## src/rtl/irq_pkg.sv

```systemverilog
// Shared definitions for the interrupt dispatcher: controller state encoding
// and the default source count / index width.
package irq_pkg;

  localparam int N_SRC_DEF = 8;
  localparam int ID_W_DEF  = 3;

  typedef enum logic [1:0] {
    IDLE    = 2'd0,
    REQ     = 2'd1,
    SERVICE = 2'd2
  } state_t;

endpackage

```

## src/rtl/irq_arbiter.sv

```systemverilog
// Rotating-start priority selector. The search begins at index 'start' and
// walks upward, wrapping from N_SRC-1 to 0; the first set request wins.
// With start tied to 0 this is plain lowest-index-first priority.
module irq_arbiter
  import irq_pkg::*;
#(
  parameter int N_SRC = N_SRC_DEF,
  parameter int ID_W  = ID_W_DEF
) (
  input  logic [N_SRC-1:0] req,
  input  logic [ID_W-1:0]  start,
  output logic [N_SRC-1:0] grant,
  output logic [ID_W-1:0]  index,
  output logic             valid
);

  // Scan all sources once from the start position and keep the first hit.
  always_comb begin
    int j;
    grant = '0;
    index = '0;
    valid = 1'b0;
    j     = 0;
    for (int k = 0; k < N_SRC; k++) begin
      j = int'(start) + k;
      if (j >= N_SRC) j = j - N_SRC;
      if (!valid && req[j]) begin
        valid    = 1'b1;
        index    = ID_W'(j);
        grant[j] = 1'b1;
      end
    end
  end

endmodule

```

## src/rtl/irq_dispatch.sv

```systemverilog
// Interrupt dispatcher: edge-captures N_SRC level request lines into a
// pending register, filters them through a writable mask and presents one
// merged request to the CPU. The CPU acknowledges to learn the source index
// and signals end-of-interrupt to release the dispatcher.
//
// Handshake: cpu_irq is high exactly while the controller waits in REQ.
// A one-cycle cpu_ack pulse seen in REQ (with an enabled pending source)
// takes the interrupt: src_grant pulses one-hot for one cycle, irq_id is
// loaded and busy rises. A one-cycle cpu_eoi pulse in SERVICE ends it.
// cpu_ack outside REQ and cpu_eoi outside SERVICE have no effect; if both
// arrive together in REQ the ack is taken.
//
// Build option: define IRQ_DISPATCH_ROUND_ROBIN_EN to rotate priority,
// starting the search one above the last granted index. Without it the
// lowest enabled pending index always wins.
//
// fsm_state exposes the controller state for observation.
module irq_dispatch
  import irq_pkg::*;
#(
  parameter int N_SRC = N_SRC_DEF,
  parameter int ID_W  = ID_W_DEF
) (
  input  logic             clk,
  input  logic             reset,
  input  logic [N_SRC-1:0] src_irq,
  input  logic             mask_we,
  input  logic [N_SRC-1:0] mask_wdata,
  input  logic             cpu_ack,
  input  logic             cpu_eoi,
  output logic             cpu_irq,
  output logic [ID_W-1:0]  irq_id,
  output logic [N_SRC-1:0] src_grant,
  output logic             busy,
  output logic [1:0]       fsm_state
);

  state_t           state;
  logic [N_SRC-1:0] src_sync;
  logic [N_SRC-1:0] src_prev;
  logic [N_SRC-1:0] rise;
  logic [N_SRC-1:0] pending;
  logic [N_SRC-1:0] mask;
  logic [N_SRC-1:0] arb_grant;
  logic [ID_W-1:0]  arb_index;
  logic [ID_W-1:0]  arb_start;
  logic             arb_valid;
  logic             take;

  assign rise      = src_sync & ~src_prev;
  assign take      = (state == REQ) && arb_valid && cpu_ack;
  assign fsm_state = state;

  // Register the raw lines, then keep one older copy for edge detection.
  always_ff @(posedge clk or posedge reset) begin
    if (reset) begin
      src_sync <= '0;
      src_prev <= '0;
    end else begin
      src_sync <= src_irq;
      src_prev <= src_sync;
    end
  end

  // Mask register; writable in every state, all sources enabled after reset.
  always_ff @(posedge clk or posedge reset) begin
    if (reset) mask <= '1;
    else if (mask_we) mask <= mask_wdata;
  end

  // Pending bits: set by edges, cleared on grant; a fresh edge wins the tie.
  always_ff @(posedge clk or posedge reset) begin
    if (reset) pending <= '0;
    else pending <= (pending & ~(take ? arb_grant : '0)) | rise;
  end

`ifdef IRQ_DISPATCH_ROUND_ROBIN_EN
  logic [ID_W-1:0] last_ptr;

  // Remember the last granted index; reset value makes the first search start at 0.
  always_ff @(posedge clk or posedge reset) begin
    if (reset) last_ptr <= ID_W'(N_SRC - 1);
    else if (take) last_ptr <= arb_index;
  end

  assign arb_start = (last_ptr == ID_W'(N_SRC - 1)) ? '0 : last_ptr + ID_W'(1);
`else
  assign arb_start = '0;
`endif

  irq_arbiter #(
    .N_SRC (N_SRC),
    .ID_W  (ID_W)
  ) u_arbiter (
    .req   (pending & mask),
    .start (arb_start),
    .grant (arb_grant),
    .index (arb_index),
    .valid (arb_valid)
  );

  // Controller: request, acknowledge and service sequencing with registered outputs.
  always_ff @(posedge clk or posedge reset) begin
    if (reset) begin
      state     <= IDLE;
      cpu_irq   <= 1'b0;
      busy      <= 1'b0;
      irq_id    <= '0;
      src_grant <= '0;
    end else begin
      src_grant <= '0;
      case (state)
        IDLE: begin
          if (arb_valid) begin
            state   <= REQ;
            cpu_irq <= 1'b1;
          end
        end
        REQ: begin
          if (!arb_valid) begin
            // Mask change removed every candidate: withdraw the request.
            state   <= IDLE;
            cpu_irq <= 1'b0;
          end else if (cpu_ack) begin
            state     <= SERVICE;
            cpu_irq   <= 1'b0;
            busy      <= 1'b1;
            irq_id    <= arb_index;
            src_grant <= arb_grant;
          end
        end
        SERVICE: begin
          if (cpu_eoi) begin
            state <= IDLE;
            busy  <= 1'b0;
          end
        end
        default: begin
          state   <= IDLE;
          cpu_irq <= 1'b0;
          busy    <= 1'b0;
        end
      endcase
    end
  end

endmodule

```

## config.mk

```make
export PLATFORM = sky130hd
export DESIGN_NAME = irq_dispatch
export DESIGN_NICKNAME = d
export VERILOG_FILES = /design/src/rtl/irq_pkg.sv /design/src/rtl/irq_arbiter.sv /design/src/rtl/irq_dispatch.sv
export SDC_FILE = /design/constraint.sdc
export NUM_CORES = 1
export LEC_CHECK = 0
export ABC_AREA = 1
export CAP_MARGIN = 20
export CORE_UTILIZATION = 60
export CTS_CLUSTER_DIAMETER = 60
export DETAILED_ROUTE_END_ITERATION = 16
export GPL_TIMING_DRIVEN = 1
export PLACE_DENSITY = 0.81
export SYNTH_ARGS = -nofsm -noshare
export SYNTH_HDL_FRONTEND = slang
export SYNTH_HIERARCHICAL = 1
export SYNTH_SLANG_ARGS = --single-unit
```

## constraint.sdc

```tcl
create_clock -name clk -period 3.5 [get_ports clk]
set_input_delay 1.05 -clock clk [delete_from_list [all_inputs] [get_ports clk]]
set_output_delay 1.05 -clock clk [all_outputs]
set_load 0.05 [all_outputs]
```

* Word-level counts from Yosys, hierarchy flattened *
Cells that the tools add are included.

cells by class
  bitwise gates (word level) = 8
  equal/unequal tests = 7
  reduce and logical (&&, ||, !) cells = 21
  mux-type cells = 40

operator list
  kind                                                              count
  8-bit two-way mux                                                 5
  8-bit AND                                                         3
  1-bit two-way mux                                                 16
  8-bit inverter                                                    2
  3-bit two-way mux                                                 5
  2-bit two-way mux                                                 7
  1-bit logical AND                                                 9
  3-bit AND reduction                                               3
  2-bit inequality test (second input constant)                     4
  8-bit OR                                                          1
  1-bit zero test                                                   7
  7-bit two-way mux                                                 1
  6-bit two-way mux                                                 1
  1-bit one-hot mux with 3 select lines                             2
  2-bit one-hot mux with 3 select lines                             1
  5-bit two-way mux                                                 1
  4-bit two-way mux                                                 1
  4-bit AND reduction                                               1
  3-bit inequality test (second input constant)                     1
  2-bit by 1-bit == test with 1-bit output (second input constant)  1
  2-bit == test (second input constant)                             1
  2-bit zero test                                                   1
  1-bit inverter                                                    2

word-level totals
  bits of input ports = 21
  bits in registers = 47

* Longest topological paths before layout *
Gate-level depths: netlist (run 1).

  depth after elaboration = 29
  gate-level depth with buffers = 20
  gate-level depth less buffers = 17

* Modules after synthesis *
Netlist (run 1), hierarchy kept.

by module, submodules not included
  module        area an instance (um^2)  seq. area each (um^2)  instances  cells an instance
  irq_dispatch  1696.6                   1186.1                 1          154
  irq_arbiter   1560.2                   0.0                    1          307

* Worst setup path before layout (run 1) *
OpenSTA, ideal clock, no wires.

  kind = register to register
  start = register mask[7]
  end = register pending[0]
  arrival time = 1.981 ns
  required time = 3.384 ns
  library setup time = 0.116 ns
  path slack = 1.403 ns
  clock period less this slack = 2.097 ns
  stages on the path, launching flop included = 16
  buffers on the path = 2
  cells stage by stage = dfstp_2 > nand2_1 > inv_1 > nand2_2 > nand3_1 > nand2_1 > nor2_1 > o21bai_1 > clkbuf_1 > nand3b_1 > nand2_1 > nor2_4 > buf_6 > nand2_2 > nand2_1 > nand2_1

on the way
  word-level cells in the longest chain between the ends = 9

RTL lines
  item                             line                source
  start: declaration               irq_dispatch.sv:43  logic [N_SRC-1:0] mask;
  start signal: assignment         irq_dispatch.sv:68  else if (mask_we) mask <= mask_wdata;
  8-bit AND                        irq_dispatch.sv:95  .req (pending & mask),
  1-bit logical AND                irq_arbiter.sv:27   if (!valid && req[j]) begin
  1-bit two-way mux                irq_arbiter.sv:27
  net arb_valid                    irq_dispatch.sv:47  logic arb_valid;
  1-bit logical AND (2 in series)  irq_dispatch.sv:51  assign take = (state == REQ) && arb_valid && cpu_ack;
  8-bit two-way mux                irq_dispatch.sv:74  else pending <= (pending & ~(take ? arb_grant : '0)) | rise;
  8-bit inverter                   irq_dispatch.sv:74
  8-bit AND                        irq_dispatch.sv:74
  8-bit OR                         irq_dispatch.sv:74
  end signal: assignment           irq_dispatch.sv:74
  end: declaration                 irq_dispatch.sv:42  logic [N_SRC-1:0] pending;

The timed path passes the listed nets, and every way through them passes these cells.
A chain may end at the register's enable or synchronous reset.

* Final worst setup path (run 1) *
  start = register state[0], in the netlist fsm_state[0]
  end = output port fsm_state[0]

RTL lines
  item                      line                 source
  start: declaration        irq_dispatch.sv:38   state_t state;
  start signal: assignment  irq_dispatch.sv:105  state <= IDLE;
  start signal: assignment  irq_dispatch.sv:115  state <= REQ;
  start signal: assignment  irq_dispatch.sv:122  state <= IDLE;
  end: declaration          irq_dispatch.sv:35   output logic [1:0] fsm_state

No word-level cell between the ends.

==> results.toml, run 1 <==
[outcome]
status = "finished clean"

[cells_and_area]
layout.nets = 529
area_delta_synth_final_pct = 14.8
postLayoutCellArea_um2 = 3740
insertedDiodeCount = 0
post-route-util_pct = 72.3
instances_no_fill = 571
layout-drive-gt1-share_pct = 13.4

[clock_network]
clkSlewWorstSetupHoldPaths_ns = 0.09
root_buffer = "clkbuf_8"
insertion_delay_ns = 0.30
ctsResizeCount = 0
numCtsBuffers = 5
clock-sinks = 47
cts_tree = "yes"
htreeDepth = 2
post_cts_buffers = 0
cts_hold_buf = 0
cts_buffer_depth = 2

[global_routing]
grt_pass1_vias = 2710
gr-usage-all-layers_pct = 30.3
grt_max_degree = 48
antenna_found_initial = 0
grt_pass1_wl_um = 12800
grt_overflow = 0

[pwr]
p_sw_share_pct = 43.1
power.share.combinational_pct = 43.9
power_frac_clock_pct = 18.6
powerDensity_nw_per_um2 = 489
ir_drop_v = 0.000380
cellLeakagePower_nw = 1.92
intPower_mw = 1.04
finalPower_mw = 1.83
power_frac_seq_pct = 37.5
p_switching_mw = 0.789

[flow_run]
max_cap_violations = 0

[placed_design]
dpl.hpwl_um = 6010
pre_cts_slack_ns = 0.976
dp_cells = 563
postPlaceCellArea_um2 = 3640
place.gp.congestion = 0.880
portBuffers = 35

[worst_setup_path]
end_kind = "primary output"
critical-path-slowest-cell = "clkdlybuf4s50_1"
crit-reg2reg-launch = "pending[3]$_DFF_PP0_"
critical_path.startpoint = "fsm_state[0]$_DFFE_PP0P_"
crit_path_end = "fsm_state[0]"
crit_cells = 1
critical_path.top_delay_family = "buffers and inverters"
path_buf_inv = 1
critPathLaunchType = "flip-flop"
cpPeakStageDelay_ns = 0.84
crit_chain = "clkdlybuf4s50_1"
critPathMaxFanout = 6
regToRegEndpoint = "fsm_state[1]$_DFFE_PP0P_"
crit_required_ns = 2.45
worst-setup-path-type = "flip-flop to primary output"
rrSetupSlack_ns = 0.89
reg2regPathDepth = 14
worstPathArrival_ns = 1.59

[timing]
period_needed_ns = 2.64
hold_ws_ns = 0.371
max_freq_mhz = 379
slew_headroom_pct = 37.9
rsz0062_at_grt = "false"
tightest_slew_ns = 0.930
fin_setup_tns_ns = 0
fin_worst_skew_ns = 0.00700
maxSlewViolCount = 0
setup_viol = 0
setup_ws_ns = 0.861
fin_crit_sh_pct = 75.4
hold_viol = 0

[drt]
routed_wl_um = 7890
firstDrtPassIters = 5
viasPerCell = 5.43
drt-initial-drc-count = 266
drc = 0
drtAntennaViolNets = 0
wl_per_cell_um = 13.8
vias = 3098

[synthesis]
ys_ff_latch = 47
synth_cell_type_count = 35
yosysSeqAreaShare_pct = 36.4
async_flop_share_pct = 100
syn-mean-instance-area_um2 = 7.06
synthTopCellsByArea = "dfrtp_1 (30%), nand2_1 (15%), nand3_1 (8.3%)"
synthCells = 461
yosys.area_share.simple_pct = 44.2
synth_xor_area_share_pct = 0.269
synth_area_leader_cell = "dfrtp_1"
synth_compound_area_share_pct = 2.04
yosysWarningCount = 6
synth_edf_count = 0
synth.top_cell.area_share_pct = 30.0
yosys-top-cells-count = "nand2_1 (131), inv_1 (54), nand3_1 (54)"
muxShareOfSynthArea_pct = 2.77
yosysMostFrequentCell = "nand2_1"
syn-cell-area_um2 = 3260
synth_top_family_by_area = "simple AND/OR/NAND/NOR gates"
synthAdderAreaFrac_pct = 3.07
synthFlopType = "dfrtp_1"

[die]
num_rows = 26
ios = 36
die_w_um = 75.7
dieArea_um2 = 5730
start_util_pct = 63.0
fp.dieH_um = 75.7
core_um2 = 5170

[hold_path]
hold_path_class = "flip-flop to flip-flop"
-- sequential cells by signal, summed over array words and instances, names as in the netlist --
signal,cells
busy,1
src_grant,8
fsm_state,2
irq_id,3
src_sync,8
cpu_irq,1
pending,8
src_prev,8
mask,8
-- layer usage --
| metal | vias up | global-route usage (%) | wire length, µm |
|---|---|---|---|
| met5 | - | 0 | 0 |
| met4 | 0 | 6.58 | 54 |
| met3 | 6 | 3.70 | 510 |
| met2 | 125 | 49.3 | 3780 |
| met1 | 1433 | 43.6 | 3550 |
| li1 | 1534 | - | - |
-- layout make-up --
cell class	instances	area (µm²)
timing repair buffer	37	365
fill	430	1430
sequential	47	1190
tap	70	87.6
clock inverter	2	16.3
clock buffer	6	82.6
multi-input combinational	345	1760
inverter	64	240
-- worst min path at each step --
| stage | startpoint | slack, ns | cells past startpoint | end |
|---|---|---|---|---|
| 2_1_floorplan | src_sync[0]$_DFF_PP0_ | 0.35 | 0 | src_prev[0]$_DFF_PP0_ |
| 3_3_place_gp | src_sync[1]$_DFF_PP0_ | 0.36 | 0 | src_prev[1]$_DFF_PP0_ |
| 3_5_place_dp | src_sync[1]$_DFF_PP0_ | 0.36 | 0 | src_prev[1]$_DFF_PP0_ |
| 4_1_cts | src_sync[6]$_DFF_PP0_ | 0.38 | 0 | src_prev[6]$_DFF_PP0_ |
| 5_1_grt | src_sync[3]$_DFF_PP0_ | 0.39 | 0 | src_prev[3]$_DFF_PP0_ |
| 6_report | src_sync[6]$_DFF_PP0_ | 0.37 | 0 | src_prev[6]$_DFF_PP0_ |
-- power groups by stage --
stage                     combinational, mW  clock [mW]  sequential (mW)
after floorplan                       0.439           0            0.837
after global placement                0.753           0            0.694
after detailed placement              0.766           0            0.695
after CTS                             0.769       0.346            0.685
after global routing                  0.880       0.366            0.696
final                                 0.803       0.341            0.686
-- kinds of logic (layout without fill, tap and decap cells) --
| kind of cell | count (synthesis) | in the layout |
|---|---|---|
| buffers and inverters | 83 | 109 |
| XOR/XNOR | 1 | 1 |
| adder cells (fa/ha/maj) | 8 | 8 |
| AND/OR/NAND/NOR | 304 | 304 |
| flip-flops | 47 | 47 |
| AO/OA/AOI/OAI | 9 | 9 |
| multiplexers | 8 | 8 |
| other | 1 | 15 |
-- layout by cell type, fill, tap and decap left out, types with 10 or more instances in the layout --
master and count:
nand2_1 131, nand3_1 54, inv_1 53, nor2_1 40
dfrtp_1 39, clkdlybuf4s50_1 35, nor3_1 27, nand4_1 21
nand2_2 16, conb_1 15, inv_2 10
Note: power is estimated with default switching activity, not from simulation.
==> run 2: changes to the inputs <==
- CORE_UTILIZATION: 60 -> 57
- PLACE_DENSITY: 0.81 -> 0.78
- clock period: 3.5 -> 2.75 ns (I/O delays scaled with it)
==> results.toml, run 2 (synthesis gave the netlist of run 1 again) <==
[outcome]
status = "finished clean"

[timing]
period_needed_ns = 2.47
slew_headroom_pct = 54.9
fin_worst_skew_ns = 0.00420
hold_viol = 0
rsz0062_at_grt = "false"
fin_setup_tns_ns = 0
tightest_slew_ns = 0.674
fin_crit_sh_pct = 89.9
maxSlewViolCount = 0
max_freq_mhz = 404
setup_viol = 0

[clock_network]
root_buffer = "clkbuf_8"
clkSlewWorstSetupHoldPaths_ns = 0.08
cts_buffer_depth = 2
insertion_delay_ns = 0.30
ctsResizeCount = 0
post_cts_buffers = 0
htreeDepth = 2
cts_hold_buf = 0
numCtsBuffers = 5
clock-sinks = 47
cts_tree = "yes"

[drt]
firstDrtPassIters = 5
viasPerCell = 5.48
drtAntennaViolNets = 0
drc = 0
wl_per_cell_um = 14.8
vias = 3166
routed_wl_um = 8530
drt-initial-drc-count = 273

[worst_setup_path]
critical_path.startpoint = "mask[0]$_DFFE_PP1P_"
reg2regPathDepth = 15
worst-setup-path-type = "flip-flop to flip-flop"
worstPathArrival_ns = 2.66
crit_path_end = "pending[7]$_DFF_PP0_"
critical-path-slowest-cell = "dfstp_2"
crit-reg2reg-launch = "mask[0]$_DFFE_PP1P_"
critPathLaunchType = "flip-flop"
crit_chain = "nand2_1 > inv_1 > nand2_2 > nand3_2 > nand3_2 > nand2_4 > nor2_8 > nand4_4 > nor2_4 > nand3b_1 > nand2_1 > nor2_4 > nand2_1 > nand2_1 > nand2_1"
path_common_cell = "nand2_1"
rrSetupSlack_ns = 0.28
end_kind = "flip-flop"
critPathMaxFanout = 13
crit_required_ns = 2.93
regToRegEndpoint = "pending[7]$_DFF_PP0_"
cpPeakStageDelay_ns = 0.54

[cells_and_area]
insertedDiodeCount = 0
area_delta_synth_final_pct = 17.1
multiInputGateArea_um2 = 1760
instances_no_fill = 578
final_common_cell = "nand2_1"
final_cell_mix = "nand2_1 (131), nand3_1 (54), inv_1 (53), nor2_1 (40), dfrtp_1 (39)"
layout-drive-gt1-share_pct = 14.0
layout.nets = 534
register_area_um2 = 1190
post-route-util_pct = 69.3
num-fill-cells = 476

[global_routing]
grt_pass1_vias = 2992
gr-usage-all-layers_pct = 30.7
antenna_found_initial = 0
grt_overflow = 0
grt_pass1_wl_um = 14300
grt_max_degree = 29

[placed_design]
dp_cells = 570
place.gp.congestion = 0.963
portBuffers = 35
dpl.hpwl_um = 6480

[pwr]
ir_drop_v = 0.000517
cellLeakagePower_nw = 1.96
powerDensity_nw_per_um2 = 657
finalPower_mw = 2.51

[die]
start_util_pct = 59.1
die_w_um = 77.6
dieArea_um2 = 6020
ios = 36
num_rows = 27
core_um2 = 5510
fp.dieH_um = 77.6

[flow_run]
max_cap_violations = 0

[hold_path]
hold_path_class = "flip-flop to flip-flop"
run 2: cell types whose count changed in the layout (fill, tap and decap cells not counted):
cell | before | now
clkinvlp_4 | 1 | 0
clkinv_4 | 1 | 0
buf_4 | 2 | 7
clkbuf_8 | 6 | 5
clkbuf_1 | 0 | 1
bufinv_16 | 0 | 2
run 2: final cells by class:
cell class                 instances  area share [%]
clock buffer                       6            1.90
clock inverter                     2            1.57
inverter                          64            6.30
multi-input combinational        345            46.2
sequential                        47            31.1
tap                               72            2.36
timing repair buffer              42            10.6
run 2: stage by stage:
stage                     instance area (µm²)  hold WS (ns)  worst slack [ns]
final                                    3810         0.373             0.277
after global routing                     3810         0.382             0.109
after CTS                                3810         0.375             0.273
after detailed placement                 3680         0.366             0.294
after global placement                   3680         0.359             0.331
after floorplan                          3310         0.354             0.653
run 2: critical path: cells and delay by family, from the launching register on:
kind	cells	cell delay [ns]
buffers and inverters	1	0.11
DFF	1	0.54
and+or+nand+nor	14	1.71
run 2: report_power, final:
part	leakage, nW	internal (mW)	total (mW)	switching, mW
sequential	0.541	0.801	0.873	0.0716
combinational	1.36	0.329	1.05	0.719
clock	0.0654	0.363	0.586	0.223
run 2: worst min path at each step:
| stage | depth (start not counted) | startpoint | slack [ns] | to |
|---|---|---|---|---|
| floorplan | 0 | src_sync[0]$_DFF_PP0_ | 0.35 | src_prev[0]$_DFF_PP0_ |
| global placement | 0 | src_sync[3]$_DFF_PP0_ | 0.36 | src_prev[3]$_DFF_PP0_ |
| detailed placement | 0 | src_sync[5]$_DFF_PP0_ | 0.37 | src_prev[5]$_DFF_PP0_ |
| CTS | 0 | src_sync[4]$_DFF_PP0_ | 0.37 | src_prev[4]$_DFF_PP0_ |
| global route | 0 | src_sync[4]$_DFF_PP0_ | 0.38 | src_prev[4]$_DFF_PP0_ |
| finish | 0 | src_sync[4]$_DFF_PP0_ | 0.37 | src_prev[4]$_DFF_PP0_ |
run 2: routing by layer:
metal / vias to the layer above / part of all wire [%] / global-route usage [%]
met5: - / 0 / 0
met4: 0 / 1.8 / 10.0
met3: 18 / 8.5 / 6.35
met2: 146 / 47 / 48.2
met1: 1455 / 43 / 42.2
li1: 1547 / - / -
